==> config.mk <==
export PLATFORM = sky130hd
export DESIGN_NAME = vfr_packet_reader_flat
export DESIGN_NICKNAME = d
export VERILOG_FILES = /design/src/rtl/vfr_packet_reader_if.sv /design/src/rtl/vfr_packet_reader.sv /design/src/flat_wrapper.sv
export SDC_FILE = /design/constraint.sdc
export NUM_CORES = 1
export LEC_CHECK = 0
export BUFFER_PORTS_ARGS = -buffer_cell sky130_fd_sc_hd__clkbuf_2
export CORE_ASPECT_RATIO = 2
export CORE_MARGIN = 2
export CORE_UTILIZATION = 61
export DETAILED_ROUTE_END_ITERATION = 10
export PLACE_DENSITY = 0.76
export RECOVER_POWER = 100
export SETUP_SLACK_MARGIN = 0.5
export SYNTH_ARGS = -nofsm -noshare
export SYNTH_HDL_FRONTEND = slang
export SYNTH_SLANG_ARGS = --single-unit
==> constraint.sdc <==
create_clock -name clock -period 10.7 [get_ports clock]
set_input_delay 1.07 -clock clock [delete_from_list [all_inputs] [get_ports clock]]
set_output_delay 1.07 -clock clock [all_outputs]
set_load 0.05 [all_outputs]
==> src/rtl/vfr_packet_reader_if.sv <==
`default_nettype none
// ============================================================================
//  Module   : vfr_packet_reader_if
//  Purpose  : Bundles the register slave bus, the memory read master bus and
//             the Avalon-ST output of the packet reader.
//             "slave" is the packet reader's view; "master" is the view of
//             the surrounding system (controller, memory, stream sink).
//  Revision : 1.0 - initial release
// ============================================================================
interface vfr_packet_reader_if #(
   parameter int ADDR_WIDTH = 32
);
   // register slave bus
   logic [2:0]            slave_address;
   logic                  slave_write;
   logic [31:0]           slave_writedata;
   logic                  slave_read;
   logic [31:0]           slave_readdata;
   logic                  slave_irq;
   // memory read master bus
   logic [ADDR_WIDTH-1:0] master_address;
   logic                  master_read;
   logic                  master_waitrequest;
   logic [31:0]           master_readdata;
   logic                  master_readdatavalid;
   // output stream
   logic [31:0]           dout_data;
   logic                  dout_valid;
   logic                  dout_ready;
   logic                  dout_startofpacket;
   logic                  dout_endofpacket;

   modport slave (
      input  slave_address, slave_write, slave_writedata, slave_read,
      output slave_readdata, slave_irq,
      output master_address, master_read,
      input  master_waitrequest, master_readdata, master_readdatavalid,
      output dout_data, dout_valid, dout_startofpacket, dout_endofpacket,
      input  dout_ready
   );

   modport master (
      output slave_address, slave_write, slave_writedata, slave_read,
      input  slave_readdata, slave_irq,
      input  master_address, master_read,
      output master_waitrequest, master_readdata, master_readdatavalid,
      input  dout_data, dout_valid, dout_startofpacket, dout_endofpacket,
      output dout_ready
   );
endinterface
`default_nettype wire

==> src/rtl/vfr_packet_reader.sv <==
`default_nettype none
// ============================================================================
//  Module   : vfr_packet_reader
//  Purpose  : Register bank plus memory read engine. On go it fetches one
//             packet of 32-bit words and emits a header word (packet type)
//             followed by the data words as an Avalon-ST packet, raising an
//             interrupt once the end-of-packet word is accepted.
//  Revision : 1.0 - initial release
// ============================================================================
module vfr_packet_reader #(
   parameter int FIFO_DEPTH  = 16,
   parameter int ADDR_WIDTH  = 32,
   parameter int WORDS_WIDTH = 32
) (
   input  wire logic          clock,
   input  wire logic          reset,
   vfr_packet_reader_if.slave bus
);
   localparam int         c_PTR_W = $clog2(FIFO_DEPTH);
   localparam int         c_CNT_W = c_PTR_W + 1;
   localparam int         c_SUM_W = c_CNT_W + 1;
   localparam logic [2:0] c_REG_CONTROL   = 3'd0;
   localparam logic [2:0] c_REG_STATUS    = 3'd1;
   localparam logic [2:0] c_REG_INTERRUPT = 3'd2;
   localparam logic [2:0] c_REG_ADDRESS   = 3'd3;
   localparam logic [2:0] c_REG_TYPE      = 3'd4;
   localparam logic [2:0] c_REG_SAMPLES   = 3'd5;
   localparam logic [2:0] c_REG_WORDS     = 3'd6;

   typedef enum logic [1:0] {S_IDLE, S_HEADER, S_READING, S_DRAIN} state_t;

   state_t                 r_state, w_state_next;
   // programmed registers
   logic                   r_irq_enable, r_irq_flag;
   logic [ADDR_WIDTH-1:0]  r_address;
   logic [3:0]             r_type;
   logic [WORDS_WIDTH-1:0] r_samples, r_words;
   logic [31:0]            r_readdata;
   // working copies for the packet in flight
   logic [ADDR_WIDTH-1:0]  r_cur_addr;
   logic [3:0]             r_type_work;
   logic [WORDS_WIDTH-1:0] r_words_work, r_remaining, r_received;
   logic [c_CNT_W-1:0]     r_outstanding;
   // output FIFO, entry = {sop, eop, data}
   logic [33:0]            r_fifo_mem [FIFO_DEPTH];
   logic [c_PTR_W-1:0]     r_wr_ptr, r_rd_ptr;
   logic [c_CNT_W-1:0]     r_fifo_count;

   logic                   w_go, w_wr_ctrl, w_wr_int, w_running;
   logic                   w_fifo_empty, w_pop, w_eop_pop, w_rd_accept, w_last_word;
   logic                   w_credit, w_master_read, w_issue, w_hdr_push, w_push;
   logic [33:0]            w_head, w_push_entry;

   assign w_running    = (r_state != S_IDLE);
   assign w_wr_ctrl    = bus.slave_write && (bus.slave_address == c_REG_CONTROL);
   assign w_wr_int     = bus.slave_write && (bus.slave_address == c_REG_INTERRUPT);
   assign w_go         = w_wr_ctrl && bus.slave_writedata[0];
   assign w_fifo_empty = (r_fifo_count == '0);
   assign w_head       = r_fifo_mem[r_rd_ptr];
   assign w_pop        = !w_fifo_empty && bus.dout_ready;
   assign w_eop_pop    = w_pop && w_head[32];
   // late responses (e.g. after a reset) find no outstanding credit and are dropped
   assign w_rd_accept  = bus.master_readdatavalid && (r_outstanding != '0) &&
                         ((r_state == S_READING) || (r_state == S_DRAIN));
   assign w_last_word  = ((r_received + WORDS_WIDTH'(1)) == r_words_work);
   // every issued read owns a FIFO slot, so responses can never overflow it
   assign w_credit     = ({1'b0, r_fifo_count} + {1'b0, r_outstanding}) < c_SUM_W'(FIFO_DEPTH);
   assign w_push       = w_hdr_push || w_rd_accept;
   assign w_push_entry = w_hdr_push ? {1'b1, (r_words_work == '0), 28'd0, r_type_work}
                                    : {1'b0, w_last_word, bus.master_readdata};

   // state register
   always_ff @(posedge clock) begin
      if (!reset) r_state <= S_IDLE;
      else        r_state <= w_state_next;
   end

   // next-state and read-request decode
   always_comb begin
      w_state_next  = r_state;
      w_master_read = 1'b0;
      w_issue       = 1'b0;
      w_hdr_push    = 1'b0;
      case (r_state)
         S_IDLE: begin
            if (w_go) w_state_next = S_HEADER;
         end
         S_HEADER: begin
            w_hdr_push   = 1'b1;
            w_state_next = (r_words_work == '0) ? S_DRAIN : S_READING;
         end
         S_READING: begin
            w_master_read = w_credit && (r_remaining != '0);
            w_issue       = w_master_read && !bus.master_waitrequest;
            if (w_issue && (r_remaining == WORDS_WIDTH'(1))) w_state_next = S_DRAIN;
         end
         S_DRAIN: begin
            if ((r_outstanding == '0) && w_eop_pop) w_state_next = S_IDLE;
         end
         default: w_state_next = S_IDLE;
      endcase
   end

   // FIFO storage; contents are qualified by the count, so no reset needed
   always_ff @(posedge clock) begin
      if (w_push) r_fifo_mem[r_wr_ptr] <= w_push_entry;
   end

   // FIFO pointers and occupancy
   always_ff @(posedge clock) begin
      if (!reset) begin
         r_wr_ptr     <= '0;
         r_rd_ptr     <= '0;
         r_fifo_count <= '0;
      end else begin
         if (w_push) r_wr_ptr <= r_wr_ptr + c_PTR_W'(1);
         if (w_pop)  r_rd_ptr <= r_rd_ptr + c_PTR_W'(1);
         case ({w_push, w_pop})
            2'b10:   r_fifo_count <= r_fifo_count + c_CNT_W'(1);
            2'b01:   r_fifo_count <= r_fifo_count - c_CNT_W'(1);
            default: r_fifo_count <= r_fifo_count;
         endcase
      end
   end

   // working copies latched at go, read engine counters
   always_ff @(posedge clock) begin
      if (!reset) begin
         r_cur_addr    <= '0;
         r_type_work   <= '0;
         r_words_work  <= '0;
         r_remaining   <= '0;
         r_received    <= '0;
         r_outstanding <= '0;
      end else begin
         if ((r_state == S_IDLE) && w_go) begin
            r_cur_addr   <= r_address;
            r_type_work  <= r_type;
            r_words_work <= r_words;
            r_remaining  <= r_words;
            r_received   <= '0;
         end else if (w_issue) begin
            r_cur_addr  <= r_cur_addr + ADDR_WIDTH'(4);
            r_remaining <= r_remaining - WORDS_WIDTH'(1);
         end
         if (w_rd_accept) r_received <= r_received + WORDS_WIDTH'(1);
         case ({w_issue, w_rd_accept})
            2'b10:   r_outstanding <= r_outstanding + c_CNT_W'(1);
            2'b01:   r_outstanding <= r_outstanding - c_CNT_W'(1);
            default: r_outstanding <= r_outstanding;
         endcase
      end
   end

   // register bank writes, interrupt flag and registered readback
   always_ff @(posedge clock) begin
      if (!reset) begin
         r_irq_enable <= 1'b0;
         r_irq_flag   <= 1'b0;
         r_address    <= '0;
         r_type       <= '0;
         r_samples    <= '0;
         r_words      <= '0;
         r_readdata   <= '0;
      end else begin
         if (w_wr_ctrl) r_irq_enable <= bus.slave_writedata[1];
         if (bus.slave_write) begin
            case (bus.slave_address)
               c_REG_ADDRESS: r_address <= ADDR_WIDTH'(bus.slave_writedata);
               c_REG_TYPE:    r_type    <= bus.slave_writedata[3:0];
               c_REG_SAMPLES: r_samples <= WORDS_WIDTH'(bus.slave_writedata);
               c_REG_WORDS:   r_words   <= WORDS_WIDTH'(bus.slave_writedata);
               default: ;
            endcase
         end
         // set has priority over a simultaneous clear
         if (w_eop_pop)                             r_irq_flag <= 1'b1;
         else if (w_wr_int && bus.slave_writedata[1]) r_irq_flag <= 1'b0;
         if (bus.slave_read) begin
            case (bus.slave_address)
               c_REG_CONTROL:   r_readdata <= {30'd0, r_irq_enable, 1'b0};
               c_REG_STATUS:    r_readdata <= {31'd0, w_running};
               c_REG_INTERRUPT: r_readdata <= {30'd0, r_irq_flag, 1'b0};
               c_REG_ADDRESS:   r_readdata <= 32'(r_address);
               c_REG_TYPE:      r_readdata <= {28'd0, r_type};
               c_REG_SAMPLES:   r_readdata <= 32'(r_samples);
               c_REG_WORDS:     r_readdata <= 32'(r_words);
               default:         r_readdata <= '0;
            endcase
         end
      end
   end

   assign bus.slave_readdata     = r_readdata;
   assign bus.slave_irq          = r_irq_flag && r_irq_enable;
   assign bus.master_address     = r_cur_addr;
   assign bus.master_read        = w_master_read;
   assign bus.dout_valid         = !w_fifo_empty;
   assign bus.dout_data          = w_fifo_empty ? 32'd0 : w_head[31:0];
   assign bus.dout_startofpacket = !w_fifo_empty && w_head[33];
   assign bus.dout_endofpacket   = !w_fifo_empty && w_head[32];
endmodule
`default_nettype wire

==> src/flat_wrapper.sv <==
// flat-port wrapper written by rule: the top's interface ports become plain ports
module vfr_packet_reader_flat 
#(
   parameter int FIFO_DEPTH  = 16,
   parameter int ADDR_WIDTH  = 32,
   parameter int WORDS_WIDTH = 32
)
  (clock, reset, bus_slave_address, bus_slave_write, bus_slave_writedata, bus_slave_read, bus_slave_readdata, bus_slave_irq, bus_master_address, bus_master_read, bus_master_waitrequest, bus_master_readdata, bus_master_readdatavalid, bus_dout_data, bus_dout_valid, bus_dout_startofpacket, bus_dout_endofpacket, bus_dout_ready);
  vfr_packet_reader_if #(.ADDR_WIDTH(ADDR_WIDTH)) bus_i ();
  input  wire logic clock;
  input  wire logic reset;
  input wire logic [$bits(bus_i.slave_address)-1:0] bus_slave_address;
  input wire logic [$bits(bus_i.slave_write)-1:0] bus_slave_write;
  input wire logic [$bits(bus_i.slave_writedata)-1:0] bus_slave_writedata;
  input wire logic [$bits(bus_i.slave_read)-1:0] bus_slave_read;
  output wire logic [$bits(bus_i.slave_readdata)-1:0] bus_slave_readdata;
  output wire logic [$bits(bus_i.slave_irq)-1:0] bus_slave_irq;
  output wire logic [$bits(bus_i.master_address)-1:0] bus_master_address;
  output wire logic [$bits(bus_i.master_read)-1:0] bus_master_read;
  input wire logic [$bits(bus_i.master_waitrequest)-1:0] bus_master_waitrequest;
  input wire logic [$bits(bus_i.master_readdata)-1:0] bus_master_readdata;
  input wire logic [$bits(bus_i.master_readdatavalid)-1:0] bus_master_readdatavalid;
  output wire logic [$bits(bus_i.dout_data)-1:0] bus_dout_data;
  output wire logic [$bits(bus_i.dout_valid)-1:0] bus_dout_valid;
  output wire logic [$bits(bus_i.dout_startofpacket)-1:0] bus_dout_startofpacket;
  output wire logic [$bits(bus_i.dout_endofpacket)-1:0] bus_dout_endofpacket;
  input wire logic [$bits(bus_i.dout_ready)-1:0] bus_dout_ready;
  assign bus_i.slave_address = bus_slave_address;
  assign bus_i.slave_write = bus_slave_write;
  assign bus_i.slave_writedata = bus_slave_writedata;
  assign bus_i.slave_read = bus_slave_read;
  assign bus_slave_readdata = bus_i.slave_readdata;
  assign bus_slave_irq = bus_i.slave_irq;
  assign bus_master_address = bus_i.master_address;
  assign bus_master_read = bus_i.master_read;
  assign bus_i.master_waitrequest = bus_master_waitrequest;
  assign bus_i.master_readdata = bus_master_readdata;
  assign bus_i.master_readdatavalid = bus_master_readdatavalid;
  assign bus_dout_data = bus_i.dout_data;
  assign bus_dout_valid = bus_i.dout_valid;
  assign bus_dout_startofpacket = bus_i.dout_startofpacket;
  assign bus_dout_endofpacket = bus_i.dout_endofpacket;
  assign bus_i.dout_ready = bus_dout_ready;
  vfr_packet_reader #(.FIFO_DEPTH(FIFO_DEPTH), .ADDR_WIDTH(ADDR_WIDTH), .WORDS_WIDTH(WORDS_WIDTH)) u_core (.clock(clock), .reset(reset), .bus(bus_i));
endmodule
* Word-level counts from Yosys, hierarchy flattened
Memories as Yosys holds them, arrays and structs flattened. A register that Yosys moved wholly into a read port is not among the register bits. Index checks and enable logic that the tools add are counted.
Word-level totals: flip-flop bits (word level) 286, memory bits (writable) 544, output and inout bits 101, logic and storage cells 110, memories 1
Operators by class: add/subtract/negate cells 10, magnitude comparators 1, eq/ne operators 18, mux-type cells 25, reduce and logical (&&, ||, !) cells 38
Memories:
- u_core.r_fifo_mem | depth 16, width 34, read ports 1, clocked after memory_dff 1, write ports 1, RTL line vfr_packet_reader.sv:45 | logic [33:0] r_fifo_mem [FIFO_DEPTH];
Operators by type and width (number):
- two-way mux 32 bit | 7
- one-hot mux 32 bit (7 select lines) | 1
- two-way mux 34 bit | 1
- adder 32 x 1 -> 32 bit, second input constant | 1
- adder 32 x 3 -> 32 bit, second input constant | 1
- == test 32 x 1 -> 1 bit, second input constant | 1
- == test 32 bit | 1
- zero test 32 bit | 1
- nonzero test 32 bit | 1
- subtractor 32 x 1 -> 32 bit, second input constant | 1
- one-hot mux 5 bit (2 select lines) | 2
- logical AND 1 bit | 16
- nonzero test 2 bit | 6
- adder 5 x 1 -> 5 bit, second input constant | 2
- zero test 5 bit | 2
- subtractor 5 x 1 -> 5 bit, second input constant | 2
- == test 3 bit, second input constant | 3
- adder 4 x 1 -> 4 bit, second input constant | 2
- == test 2 bit, second input constant | 4
- two-way mux 1 bit | 8
- two-way mux 4 bit | 2
- one-hot mux 2 bit (4 select lines) | 1
- AND reduction 2 bit | 4
- adder 5 x 5 -> 6 bit | 1
- 13 further kinds | 21

* Logic depth before layout (Yosys ltp)
Gate-level depths: netlist (run 1).
depth after elaboration 7, mapped depth 17, gate-level depth less buffers 16

* Least setup slack after synthesis (run 1)
Ideal clock, no wire load.
path type input to register, start point input port bus_master_readdatavalid, end point memory u_core.r_fifo_mem[3][0], enable pin, arrival 4253 ps, required time 10233 ps, slack 5979 ps, cell stages on the path 7, path buffers 2, cells stage by stage o21ai_0 -> or2_1 -> clkbuf_1 -> nand2b_1 -> clkbuf_1 -> nand2_1 -> nor3_1
On the way: cells in the longest elaborated chain, start to end 5
RTL lines:
- start, declared | RTL line flat_wrapper.sv:22 | input wire logic [$bits(bus_i.master_readdatavalid)-1:0] bus_master_readdatavalid;
- logical AND 1 bit (2 in a row) | RTL line vfr_packet_reader.sv:63 | assign w_rd_accept = bus.master_readdatavalid && (r_outstanding != '0) &&
- logical OR 1 bit | RTL line vfr_packet_reader.sv:68 | assign w_push = w_hdr_push || w_rd_accept;
- two-way mux 1 bit | RTL line vfr_packet_reader.sv:106 | if (w_push) r_fifo_mem[r_wr_ptr] <= w_push_entry;
- two-way mux 1 bit (not written as such) | RTL line vfr_packet_reader.sv:106
- end, declared | RTL line vfr_packet_reader.sv:45
No other way between the ends.

==> summary.md, run 1 <==
| Metric | Value |
|---|---|
| Post-Synth XOR/XNOR Area | `2.86%` |
| Largest cells by area after synthesis | `edfxtp_1, dfxtp_1, mux4_2` |
| Layout Skew | `0.0233 ns` |
| Rel. slew slack | `-218%` |
| Max Slew Vio Count | `1,088` |
| Reg power frac | `46.1%` |
| Max Cap Violations | `25` |
| Worst setup margin | `3.12 ns` |
| DR vias | `22,819` |
| Worst min path class | `reg -> reg` |
| Global-route wire length before repair | `135,000 microns` |
| Hpwl dp | `54,800 microns` |
| Mapped Area | `0.0349 sq mm` |
| Die X | `173 microns` |
| Non-filler cells, final | `3,586` |
| Post-synth top cells | `edfxtp_1, nand2_1, dfxtp_1` |
| CTS Buffer Depth | `3` |
| CTS Root Cell | `clkbuf_16` |
| Simple-gate portion of the synthesized area | `10.8%` |
| Layout cells sized above 1 | `14.1%` |
| Pleak | `12.2 nW` |
| Vias in the first global route | `23,261` |
| Internal | `5.77 mW` |
| Initial antenna violation count | `2` |
| Post-route cell area | `0.0386 sq mm` |
| Area Overhead vs Synth | `10.4%` |
| WL/cell | `25.0 microns` |
| Initial Utilization | `61.3%` |
| Clk network pwr share | `32.4%` |
| Switching Fraction | `29.4%` |
| Worst-skew pair later-pin latency | `0.63 ns` |
| I/O Pins | `175` |
| R2R cell count | `7` |
| Violated checks | `capacitance limit, slew limit` |
| Initial DRC count | `2,247` |
| Clock transition at path regs | `0.06 ns` |
| Sw Pwr | `2.40 mW` |
| Row Count | `124` |
| FMAX | `132 MHz` |
| Syn_area_per_cell | `13.1 sq um` |
| Critical Path End Type | `output pin` |
| IO buf count | `174` |
| Post-synth cell types | `73` |
| Peak supply drop | `0.000158 V` |
| Core area | `0.0569 sq mm` |
| Largest family of logic cells by synthesized area | `multiplexers` |
| Area of the multi-input gates | `0.0120 sq mm` |
| Total GRT Usage | `30.2%` |
| DRT Pass-1 Iters | `7` |
| Slew @ Worst Pin | `4.75 ns` |
| CP Data Arrival Time | `6.51 ns` |
| H-tree levels | `3` |
| Placed cell count | `3,455` |
| CP Class | `reg -> out` |
| Storage element area | `0.0222 sq mm` |
| Critical Path Fanout Max | `73` |
| Routed wire length | `89,600 microns` |
| Chip height | `342 microns` |
| Required @ worst endpoint | `9.63 ns` |
| Unrepaired setup endpoints after global routing | `no` |
| Antenna viol nets, final | `0` |
| Finished Core Util | `67.7%` |
| Synth warnings | `0` |
| Sequential area share after synthesis | `63.4%` |
| R2R Path Start | `u_core.r_state[1]` |
| Hold buffers post-CTS | `0` |
| CP Capture Point | `bus_dout_data[9]` |
| Top FF cell, synth | `edfxtp_1` |
| GR Overflow Total | `0` |
| Area share of the largest cell type after synthesis | `46.8%` |
| Total CTS buffers | `70` |
| Post-CTS setup buffer count | `0` |
| Final setup fails | `0` |
| Setup TNS | `0 ns` |
| Power Dens Cells | `212 mW/mm^2` |
| Comb pwr share | `21.6%` |
| Register bit total from synthesis | `834` |
| Worst slack, placed | `6.14 ns` |
| Final worst-path cycle share | `70.9%` |
| Worst reg2reg endpoint | `u_core.r_fifo_mem[3][3]` |
| Final net count | `2,871` |
| Hold Slack | `0.456 ns` |
| Synthesized Nets | `2,763` |
| Status | `finished with violations` |
| CTS tree | `yes` |
| Fillers | `4,024` |
| Placed inst area | `0.0365 sq mm` |
| Crit start category | `flip-flop` |
| Post-cts repair resize count | `0` |
| Final Hold Fails | `0` |
| Most numerous cell in the Yosys netlist | `edfxtp_1` |
| Tmin final | `7.58 ns` |
| Compound-Gate Fraction of Synth Area | `8.03%` |
| Routed vias/inst | `6.36` |
| Placer congestion estimate | `0.961` |
| DIE AREA | `0.0593 sq mm` |
| Async S/R FF share, synth | `0%` |
| Post-synthesis cell count | `2,663` |
| CTS sink cnt | `834` |
| Largest net degree at the start of global routing | `139` |
| Post-synthesis mux area share | `11.5%` |
| Design Power | `8.17 mW` |
| R2R setup slack | `3.76 ns` |
| Synth area leader | `edfxtp_1` |
| # DRC | `0` |
| Synth Area in Adders | `0.953%` |
| Number of flops mapped to enable cells by yosys | `544` |
==> placed cells by master (no fill, tap or decap), types with 9 or more instances in the layout <==
cell | synthesis | final
ha_1 | 25 | 25
clkinv_1 | 0 | 11
nor3_1 | 48 | 46
mux2i_1 | 14 | 14
a22o_1 | 29 | 29
nor2b_1 | 29 | 28
mux4_2 | 170 | 170
nor4_1 | 33 | 34
edfxtp_1 | 544 | 544
a21oi_1 | 272 | 272
nand2_1 | 335 | 335
a22oi_1 | 34 | 34
nand3_1 | 33 | 33
dfxtp_1 | 290 | 286
or3_1 | 18 | 18
nand4_1 | 25 | 25
xor2_1 | 32 | 32
inv_1 | 36 | 38
clkbuf_1 | 135 | 134
clkbuf_16 | 0 | 72
xnor2_1 | 82 | 82
and3_1 | 9 | 9
nor2_1 | 167 | 161
and2_1 | 45 | 42
buf_4 | 3 | 15
bufinv_16 | 0 | 9
clkbuf_2 | 2 | 81
o21ai_0 | 98 | 98
==> worst min-delay path by stage <==
| stage | depth (start not counted) | slack [ns] | start | end |
|---|---|---|---|---|
| floorplan | 2 | 0.43 | u_core.r_type_work[0] | u_core.r_type_work[0] |
| global placement | 2 | 0.44 | u_core.r_type_work[0] | u_core.r_type_work[0] |
| detailed placement | 2 | 0.45 | u_core.r_samples[3] | u_core.r_samples[3] |
| CTS | 2 | 0.46 | u_core.r_samples[3] | u_core.r_samples[3] |
| global route | 2 | 0.48 | u_core.r_samples[28] | u_core.r_samples[28] |
| finish | 2 | 0.46 | u_core.r_samples[3] | u_core.r_samples[3] |
==> flip-flops by register name, summed over array words and instances (netlist names), named ones only <==
signal                     flops
u_core.r_rd_ptr                4
u_core.r_words_work           32
u_core.r_fifo_count            5
u_core.r_type_work             4
u_core.r_fifo_mem            544
u_core.r_irq_flag              1
u_core.bus.master_address     32
u_core.r_irq_enable            1
u_core.r_type                  4
u_core.r_remaining            32
u_core.r_outstanding           5
u_core.bus.slave_readdata     32
u_core.r_state                 2
u_core.r_samples              32
u_core.r_wr_ptr                4
u_core.r_received             32
u_core.r_address              32
u_core.r_words                32
==> logic make-up after synthesis <==
family | count (synthesis)
compound gates | 487
xor+xnor | 114
fa+ha+maj | 26
buf+inv | 214
flops | 834
mux | 189
simple gates | 799
==> power groups by stage <==
stage	clock network (mW)	registers [mW]	logic, mW
final	2.65	3.76	1.76
after floorplan	0	3.77	1.35
after CTS	2.68	3.75	1.78
after detailed placement	0	3.82	1.77
after global routing	2.79	3.78	1.87
after global placement	0	3.81	1.72
==> per-layer routing <==
layer,vias up,GRT usage [%],part of all wire [%]
li1,10145,-,-
met3,329,4.87,6.8
met1,11182,32.7,34
met4,2,19.3,6.6
met2,1161,54.8,53
met5,-,0,0.012
==> worst max-delay path, stage by stage (launching register included) <==
cell	delay [ns]
dfxtp_4	0.97
clkbuf_1	3.13
mux4_2	0.78
mux4_2	0.29
and2_1	0.17
clkbuf_1	0.48
==> final cells by class <==
class                      count  area share (%)
timing repair buffer         213            2.48
inverter                      37           0.363
clock inverter                38            1.22
sequential                   834            57.4
clock buffer                  92            4.95
multi-input combinational   1615            31.1
tap                          756            2.45
antenna                        1         0.00649
No activity file was read; power rests on OpenSTA's default activity.
==> inputs of run 2 (changes only) <==
Settings changed: ABC_AREA set to 1, CORE_UTILIZATION 61 to 56, PLACE_DENSITY 0.76 to 0.74.
Clock period 10.7 ns to 6.1 ns, I/O delays scaled along.
==> summary.md, run 2 <==
| Metric | Value |
|---|---|
| Status | `finished with violations` |
| Violated checks | `capacitance limit, slew limit` |
| Number of flops mapped to enable cells by yosys | `544` |
| Post-CTS setup buffer count | `0` |
| Simple-gate portion of the synthesized area | `16.7%` |
| Most numerous cell in the Yosys netlist | `nand2_1` |
| Register bit total from synthesis | `834` |
| GR met3 Demand/Resource | `4.82%` |
| Top FF cell, synth | `edfxtp_1` |
| Busiest layer in global routing | `met2` |
| Design Power | `15.6 mW` |
| Slowest-stage cell, CP | `clkbuf_1` |
| Max Cap Violations | `25` |
| Worst-skew pair later-pin latency | `0.62 ns` |
| IO buf count | `174` |
| Clock transition at path regs | `0.07 ns` |
| Area of the multi-input gates | `0.0126 sq mm` |
| Grt met1 use | `33.3%` |
| Largest Register | `u_core.r_fifo_mem` |
| CP Cell Sequence | `inv_1 -> ha_1 -> buf_4 -> inv_1 -> nand2_1 -> nand2_1 -> nor2_1 -> clkbuf_1` |
| Post-route cell area | `0.0401 sq mm` |
| Post-synthesis cell count | `3,837` |
| Critical Path Fanout Max | `51` |
| Critical Path End Type | `flip-flop` |
| Compound-Gate Fraction of Synth Area | `14.7%` |
| Vias in the first global route | `27,790` |
| Total GRT Usage | `30.7%` |
| Pleak | `13.7 nW` |
| Met2 Usage GRT | `54.9%` |
| Routed vias/inst | `6.01` |
| Most common cell after layout, fill and taps aside | `nand2_1` |
| Max Slew Vio Count | `1,066` |
| Setup TNS | `0 ns` |
| R2R cell count | `8` |
| CP top delay family | `buffers and inverters` |
| Post-Synth XOR/XNOR Area | `1.75%` |
| Layout Skew | `0.0174 ns` |
| I/O Pins | `175` |
| Initial DRC count | `2,822` |
| WL/cell | `21.7 microns` |
| Hold Slack | `0.288 ns` |
| Clk network pwr share | `29.2%` |
| Reg power frac | `43.2%` |
| DRT Pass-1 Iters | `7` |
| Post-synth top cells | `nand2_1, edfxtp_1, nor2_1` |
| Crit start category | `flip-flop` |
| Slew @ Worst Pin | `3.70 ns` |
| Row Count | `132` |
| Buf+Inv Stages, Crit Path | `4` |
| CTS sink cnt | `834` |
| Fillers | `5,374` |
| Hold buffers post-CTS | `0` |
| Placed inst area | `0.0380 sq mm` |
| CTS Buffer Depth | `3` |
| Final worst-path cycle share | `87.0%` |
| Synth warnings | `0` |
| GR Overflow Total | `0` |
| Global-route wire length before repair | `157,000 microns` |
| Largest net degree at the start of global routing | `180` |
| Final net count | `3,997` |
| # DRC | `0` |
| Largest family of logic cells by synthesized area | `simple AND/OR/NAND/NOR gates` |
| Most frequent cells in the layout | `nand2_1, edfxtp_1, nor2_1` |
| Worst setup margin | `0.795 ns` |
| Initial Utilization | `56.5%` |
| Async S/R FF share, synth | `0%` |
| R2R setup slack | `0.80 ns` |
| Layout cells sized above 1 | `6.91%` |
| Synthesized Nets | `3,937` |
| Switching Fraction | `35.5%` |
| Peak supply drop | `0.000323 V` |
| Rel. slew slack | `-146%` |
| Sw Pwr | `5.55 mW` |
| Final setup fails | `0` |
| Synth Area in Adders | `0.909%` |
| Unrepaired setup endpoints after global routing | `no` |
| Core area | `0.0647 sq mm` |
| Final Hold Fails | `0` |
| Area share of the largest cell type after synthesis | `44.6%` |
| Max FFs per register | `544` |
| Placer congestion estimate | `0.992` |
| Antenna viol nets, final | `0` |
| Worst Hold Depth | `3` |
| DR vias | `28,990` |
| Total CTS buffers | `71` |
| CTS tree | `yes` |
| Critical path depth | `8` |
| Tmin final | `5.30 ns` |
| Required @ worst endpoint | `6.29 ns` |
| Sequential area share after synthesis | `60.5%` |
| CTS Root Cell | `clkbuf_16` |
| CP Class | `reg -> reg` |
| Initial antenna violation count | `6` |
| Die X | `185 microns` |
| Internal | `10.1 mW` |
| Hpwl dp | `63,800 microns` |
| Power Dens Cells | `390 mW/mm^2` |
| Synth area leader | `edfxtp_1` |
| CP max stage delay | `1.72 ns` |
| DIE AREA | `0.0676 sq mm` |
| Post-synthesis mux area share | `0%` |
| Chip height | `366 microns` |
| Mapped Area | `0.0366 sq mm` |
| FMAX | `189 MHz` |
| H-tree levels | `3` |
| Syn_area_per_cell | `9.54 sq um` |
| CP Data Arrival Time | `5.49 ns` |
| Area Overhead vs Synth | `9.53%` |
| Largest cells by area after synthesis | `edfxtp_1, dfxtp_1, o21ai_0` |
| Storage element area | `0.0222 sq mm` |
| Comb pwr share | `27.6%` |
| Worst min path class | `in -> reg` |
| Post-synth cell types | `56` |
| Routed wire length | `105,000 microns` |
| Post-cts repair resize count | `0` |
| Worst slack, placed | `2.27 ns` |
run 2: area by class of cell:
cell class | instances | area share, %
sequential | 834 | 55.2
multi-input combinational | 2514 | 31.3
clock buffer | 88 | 4.85
tap | 871 | 2.72
inverter | 262 | 2.49
timing repair buffer | 214 | 2.45
clock inverter | 39 | 0.942
antenna | 3 | 0.0187
run 2: layer usage:
layer	vias to the layer above	part of all wire [%]
met5	-	0.037
met3	374	7.5
met1	13732	34
met4	6	6.8
met2	1438	52
li1	13440	-
run 2: worst register-to-register path: stages (launching register included):
cell      delay [ns]
dfxtp_1         0.36
inv_1           0.10
ha_1            0.14
buf_4           0.56
inv_1           0.35
nand2_1         0.30
nand2_1         0.26
nor2_1          1.05
clkbuf_1        1.72
run 2: cells by family after synthesis:
family                   Yosys count
flip-flops                       834
adder cells (fa/ha/maj)           26
AO/OA/AOI/OAI                    980
AND/OR/NAND/NOR                 1440
XOR/XNOR                          68
buffers and inverters            489
run 2: through the flow:
step	util, %	cells
3_3_place_gp	58.8	4695
2_1_floorplan	-	3837
5_1_grt	61.9	4823
3_5_place_dp	58.8	4695
4_1_cts	62.3	4822
6_report	61.9	4825
run 2: worst paths after layout:
kind                      startpoint                         to
min          bus_slave_writedata[21]         u_core.r_words[21]
max reg2reg        u_core.r_state[1]  u_core.r_fifo_mem[13][31]
min reg2reg      u_core.r_samples[1]        u_core.r_samples[1]
max                u_core.r_state[1]  u_core.r_fifo_mem[13][31]
run 2: power by group through the flow:
stage	combinational, mW	sequential, mW	clock, mW
floorplan	3.20	6.73	0
global placement	4.23	6.86	0
detailed placement	4.30	6.87	0
CTS	4.33	6.74	4.61
global route	4.70	6.78	4.81
finish	4.32	6.76	4.56
